<file path="src/rtl/mul_share_arbiter.sv">
// mul_share_arbiter: shares one 4-stage pipelined signed multiplier between
// NUM_REQ requesters. Round-robin grant, one operand pair per cycle, with a
// requester-ID tag shifted alongside the multiplier pipeline so each product
// returns with the index of its issuer. The whole pipeline (multiplier via
// mul_ce, plus the tag register) freezes while a result is held un-consumed.
// Optional build macro: MUL_ARB_FIXED_PRIO_EN selects fixed priority
// (lowest index wins) and removes the round-robin pointer.
module mul_share_arbiter #(
    parameter int unsigned NUM_REQ = 4,
    parameter int unsigned ID_W    = ($clog2(NUM_REQ) < 1) ? 1 : $clog2(NUM_REQ),
    parameter int unsigned LATENCY = 4,
    parameter int unsigned DATA_W  = 12
) (
    input  logic                      clk,
    input  logic                      reset_n,
    input  logic [NUM_REQ-1:0]        req_valid,
    output logic [NUM_REQ-1:0]        req_ready,
    input  logic [NUM_REQ*DATA_W-1:0] req_a,
    input  logic [NUM_REQ*DATA_W-1:0] req_b,
    output logic                      mul_ce,
    output logic [DATA_W-1:0]         mul_din0,
    output logic [DATA_W-1:0]         mul_din1,
    input  logic [DATA_W-1:0]         mul_dout,
    output logic                      res_valid,
    input  logic                      res_ready,
    output logic [ID_W-1:0]           res_id,
    output logic [DATA_W-1:0]         res_data,
    output logic                      busy
);

    logic [LATENCY-1:0]           vld_q, vld_d;
    logic [LATENCY-1:0][ID_W-1:0] tag_q, tag_d;
    logic [NUM_REQ-1:0]           gnt;
    logic [ID_W-1:0]              gnt_idx;
    logic                         gnt_any;

`ifndef MUL_ARB_FIXED_PRIO_EN
    logic [ID_W-1:0]              ptr_q, ptr_d;
`endif

    assign res_valid = vld_q[LATENCY-1];
    assign res_id    = tag_q[LATENCY-1];
    assign res_data  = mul_dout;
    assign busy      = |vld_q;
    assign mul_ce    = !(res_valid && !res_ready);
    assign req_ready = gnt;

    // Grant search: one requester per enabled cycle, none while stalled or in reset.
    always_comb begin
        int unsigned cand;
        cand    = 0;
        gnt     = '0;
        gnt_idx = '0;
        gnt_any = 1'b0;
        if (mul_ce && reset_n) begin
`ifdef MUL_ARB_FIXED_PRIO_EN
            for (int unsigned k = 0; k < NUM_REQ; k++) begin
                if (!gnt_any && req_valid[k]) begin
                    gnt_any = 1'b1;
                    gnt_idx = ID_W'(k);
                end
            end
`else
            // Scan pointer+1 .. pointer+NUM_REQ; the last candidate is the
            // pointer itself, so a lone requester is granted every cycle.
            for (int unsigned k = 1; k <= NUM_REQ; k++) begin
                cand = 32'(ptr_q) + k;
                if (cand >= NUM_REQ) begin
                    cand = cand - NUM_REQ;
                end
                if (!gnt_any && req_valid[cand[ID_W-1:0]]) begin
                    gnt_any = 1'b1;
                    gnt_idx = cand[ID_W-1:0];
                end
            end
`endif
            if (gnt_any) begin
                gnt[gnt_idx] = 1'b1;
            end
        end
    end

    // Operand mux to the multiplier; zeros when a bubble is issued.
    always_comb begin
        mul_din0 = '0;
        mul_din1 = '0;
        for (int unsigned k = 0; k < NUM_REQ; k++) begin
            if (gnt[k]) begin
                mul_din0 = req_a[k*DATA_W +: DATA_W];
                mul_din1 = req_b[k*DATA_W +: DATA_W];
            end
        end
    end

    // Tag/valid pipeline next state: shift only when the multiplier advances.
    always_comb begin
        vld_d = vld_q;
        tag_d = tag_q;
        if (mul_ce) begin
            vld_d = {vld_q[LATENCY-2:0], gnt_any};
            tag_d = {tag_q[LATENCY-2:0], gnt_idx};
        end
    end

    // Tag/valid pipeline registers; reset discards everything in flight.
    always_ff @(posedge clk or negedge reset_n) begin
        if (!reset_n) begin
            vld_q <= '0;
            tag_q <= '0;
        end else begin
            vld_q <= vld_d;
            tag_q <= tag_d;
        end
    end

`ifndef MUL_ARB_FIXED_PRIO_EN
    // Pointer next state: follows the last accepted requester.
    always_comb begin
        ptr_d = ptr_q;
        if (gnt_any) begin
            ptr_d = gnt_idx;
        end
    end

    // Round-robin pointer; resets to the top index so requester 0 goes first.
    always_ff @(posedge clk or negedge reset_n) begin
        if (!reset_n) begin
            ptr_q <= ID_W'(NUM_REQ - 1);
        end else begin
            ptr_q <= ptr_d;
        end
    end
`endif

endmodule

</file>
<file path="config.mk">
export PLATFORM = sky130hd
export DESIGN_NAME = mul_share_arbiter
export DESIGN_NICKNAME = d
export VERILOG_FILES = /design/src/rtl/mul_share_arbiter.sv
export SDC_FILE = /design/constraint.sdc
export NUM_CORES = 1
export LEC_CHECK = 0
export BUFFER_PORTS_ARGS = -buffer_cell sky130_fd_sc_hd__buf_2
export CAP_MARGIN = 40
export CORE_MARGIN = 3
export CORE_UTILIZATION = 37
export CTS_BUF_LIST = sky130_fd_sc_hd__clkbuf_16
export CTS_CLUSTER_SIZE = 10
export DETAILED_ROUTE_END_ITERATION = 16
export PLACE_DENSITY_LB_ADDON = 0.12
export SLEW_MARGIN = 20
export SYNTH_ARGS = -nofsm -noshare
export SYNTH_HDL_FRONTEND = slang
export SYNTH_SLANG_ARGS = --single-unit
export TNS_END_PERCENT = 20
</file>
<file path="constraint.sdc">
create_clock -name clk -period 1.9 [get_ports clk]
set_clock_uncertainty 0.15 [all_clocks]
set_input_delay 0 -clock clk [delete_from_list [all_inputs] [get_ports clk]]
set_output_delay 0 -clock clk [all_outputs]
set_load 0.005 [all_outputs]
</file>
==> impl_metrics.toml <==
[grt]
grt_max_degree = 23
grt_remaining_overflow = 0
grt_usage = 0.187
grt_pass1_vias = 1726
grt_pass1_wl_mm = 8.03
antenna_found_initial = 0

[clock_tree]
clkTransAtPathRegs_ps = 40
cts_htree_levels = 1
cts_root_buffer = "clkbuf_16"
clk_latency_ps = 240
cts.sinks = 14
clockBufferDepth = 2
cts_tree = "done"
numCtsBuffers = 3

[sta]
fmax_ghz = 0.473
period_minus_slack_ps = 2120
rsz0062_at_grt = "yes"
finalHoldViolations = 0
slew_viol_final = 0
worstMarginPinSlew_ps = 432
period_share = 1.11
setup_violations = 28
setup_slack_ps = -216
timing.hold.ws_ps = 38.8
slew_headroom = 0.707
final.setup.tns_ps = -4540

[setup_path]
crit_required_ps = 1750
cp-end-kind = "primary output"
worstPathMaxFanout = 12
crit_chain = "mux2i_2, o221ai_2, or2_4, buf_12, o22ai_1, buf_2"
cpMaxStageDelayCell = "dfstp_2"
crit_type = "reg -> out"
cpPeakStageDelay_ps = 580
startpoint_type = "flop"
cp.arrival_ps = 1970

[job]
maxCapViolations = 0

[yosys]
synthesis.nets = 289
ys_seq_area_frac = 0.211
synth.avg_cell_area_um2 = 9.61
ys_ff_latch = 14
synth.area.top_cells = "mux2i_1 (29%), dfrtp_1 (18%), o22ai_2 (15%)"
yosysTopAreaCell = "mux2i_1"
syn_area_um2 = 1670
ys.flop_type = "dfrtp_1"
syn_inst = 174
yosysMostFrequentCell = "mux2i_1"
ys_warn_count = 0
async_flop_share = 1.00
synthTopCellsByCount = "mux2i_1 (48), nand2_1 (33), o22ai_2 (20)"
synth_cell_types = 29
yosysTopAreaCellShare = 0.287
synth-edff-count = 0

[power_and_ir_drop]
finalPower_mw = 2.92
leakagePower_nw = 1.44
p_per_area_nw_per_um2 = 1100
ir_worst_vdd_mv = 0.747

[die]
rows = 23
die-area_um2 = 5360
start_util = 0.401
pin_count = 160
core_um2 = 4170
die_height_um = 73.2
die_w_um = 73.2

[layout]
area_growth_pct = 59.2
n_antenna_cell = 0
drive_gt1_frac = 0.630
nets = 427
fill_cells = 357

[detailed_routing]
viasPerCell = 5.12
vias = 1850
routed_wl_mm = 5.70
dr.pass1.iters = 4
drc = 0
routedWlPerCell_um = 15.8
ant_nets = 0
dr.first_iter.drc_count = 26

[worst_hold_path]
hold_class = "in -> reg"

[outcome]
status = "finished, violations left"
violations = "negative setup slack"

[placed_design]
port_buffers = 135
gp_congestion = 0.758
dpl.hpwl_mm = 3.99
==> final timing paths <==
| kind | startpoint | end | slack (ps) | cells after the start |
|---|---|---|---|---|
| min in group asynchronous | reset_n | vld_q[1] | 90 | 3 |
| hold reg to reg | res_id[0] | res_id[0] | 320 | 2 |
| hold / removal | res_ready | res_id[0] | 40 | 5 |
| setup / recovery | ptr_q[1] | mul_din0[11] | -220 | 6 |
| max in group asynchronous | reset_n | ptr_q[0] | 1280 | 3 |
| setup reg to reg | ptr_q[1] | tag_q[0] | 200 | 6 |
==> cell type report <==
class	instances	area, µm²	share of cell area
Sequential cell	14	353	0.133
Clock inverter	1	3.75	0.00141
Timing Repair Buffer	163	1010	0.380
Clock buffer	3	75.1	0.0282
Inverter	1	3.75	0.00141
Multi-Input combinational cell	129	1150	0.433
Tap cell	50	62.6	0.0235
==> layout by cell type (no fill, tap or decap), types with 3 or more instances in the layout <==
master | Yosys | final
buf_12 | 2 | 4
buf_2 | 3 | 135
buf_4 | 18 | 8
clkbuf_16 | 0 | 3
dfrtp_1 | 12 | 12
dlygate4sd3_1 | 0 | 13
mux2i_1 | 48 | 37
mux2i_2 | 1 | 8
mux2i_4 | 0 | 4
nand2_1 | 33 | 33
o22ai_1 | 4 | 3
o22ai_2 | 20 | 21
==> worst max-delay path: cells and delay by family (launching register included) <==
family	cells	cell delay, ps
flops	1	580
compound gates	2	300
buf+inv	2	300
simple gates	1	280
mux	1	260
==> report_power, final <==
group	leakage [nW]	switching [mW]	internal [mW]
clock	0.0423	0.108	0.277
combinational	1.22	0.917	1.08
sequential	0.174	0.0942	0.437
==> metal layers <==
layer | wire, µm | GRT usage | up-vias
li1 | - | - | 891
met1 | 2050 | 0.212 | 860
met2 | 3060 | 0.365 | 91
met3 | 521 | 0.0220 | 8
met4 | 74 | 0.0430 | 0
met5 | 0 | 0 | -
==> metrics by stage <==
step | util | setup slack, ps | cells | area (µm²)
2_1_floorplan | - | 74.1 | 174 | 1670
6_report | 0.638 | -216 | 361 | 2660
3_3_place_gp | 0.544 | 33.2 | 339 | 2270
4_1_cts | 0.624 | -200 | 361 | 2600
5_1_grt | 0.638 | -301 | 361 | 2660
3_5_place_dp | 0.544 | -3.32 | 339 | 2270
==> cell families after synthesis <==
| kind of cell | synth area share |
|---|---|
| simple gates | 0.138 |
| compound gates | 0.201 |
| mux | 0.296 |
| buf+inv | 0.154 |
| flops | 0.211 |
==> what timing repair did <==
item,in CTS,in global routing
gates resized for setup,13,11
setup endpoints to repair,28,28
buffers inserted,3,0
hold buffers,13,0
gates cloned,2,0
pin swaps,10,1
hold endpoints to repair,26,0
==> registers in the layout (all words and copies together), names as in the netlist <==
| signal | flops |
|---|---|
| ptr_q | 2 |
| res_id | 2 |
| tag_q | 6 |
| vld_q | 4 |
Note: power is estimated with default switching activity, not from simulation.
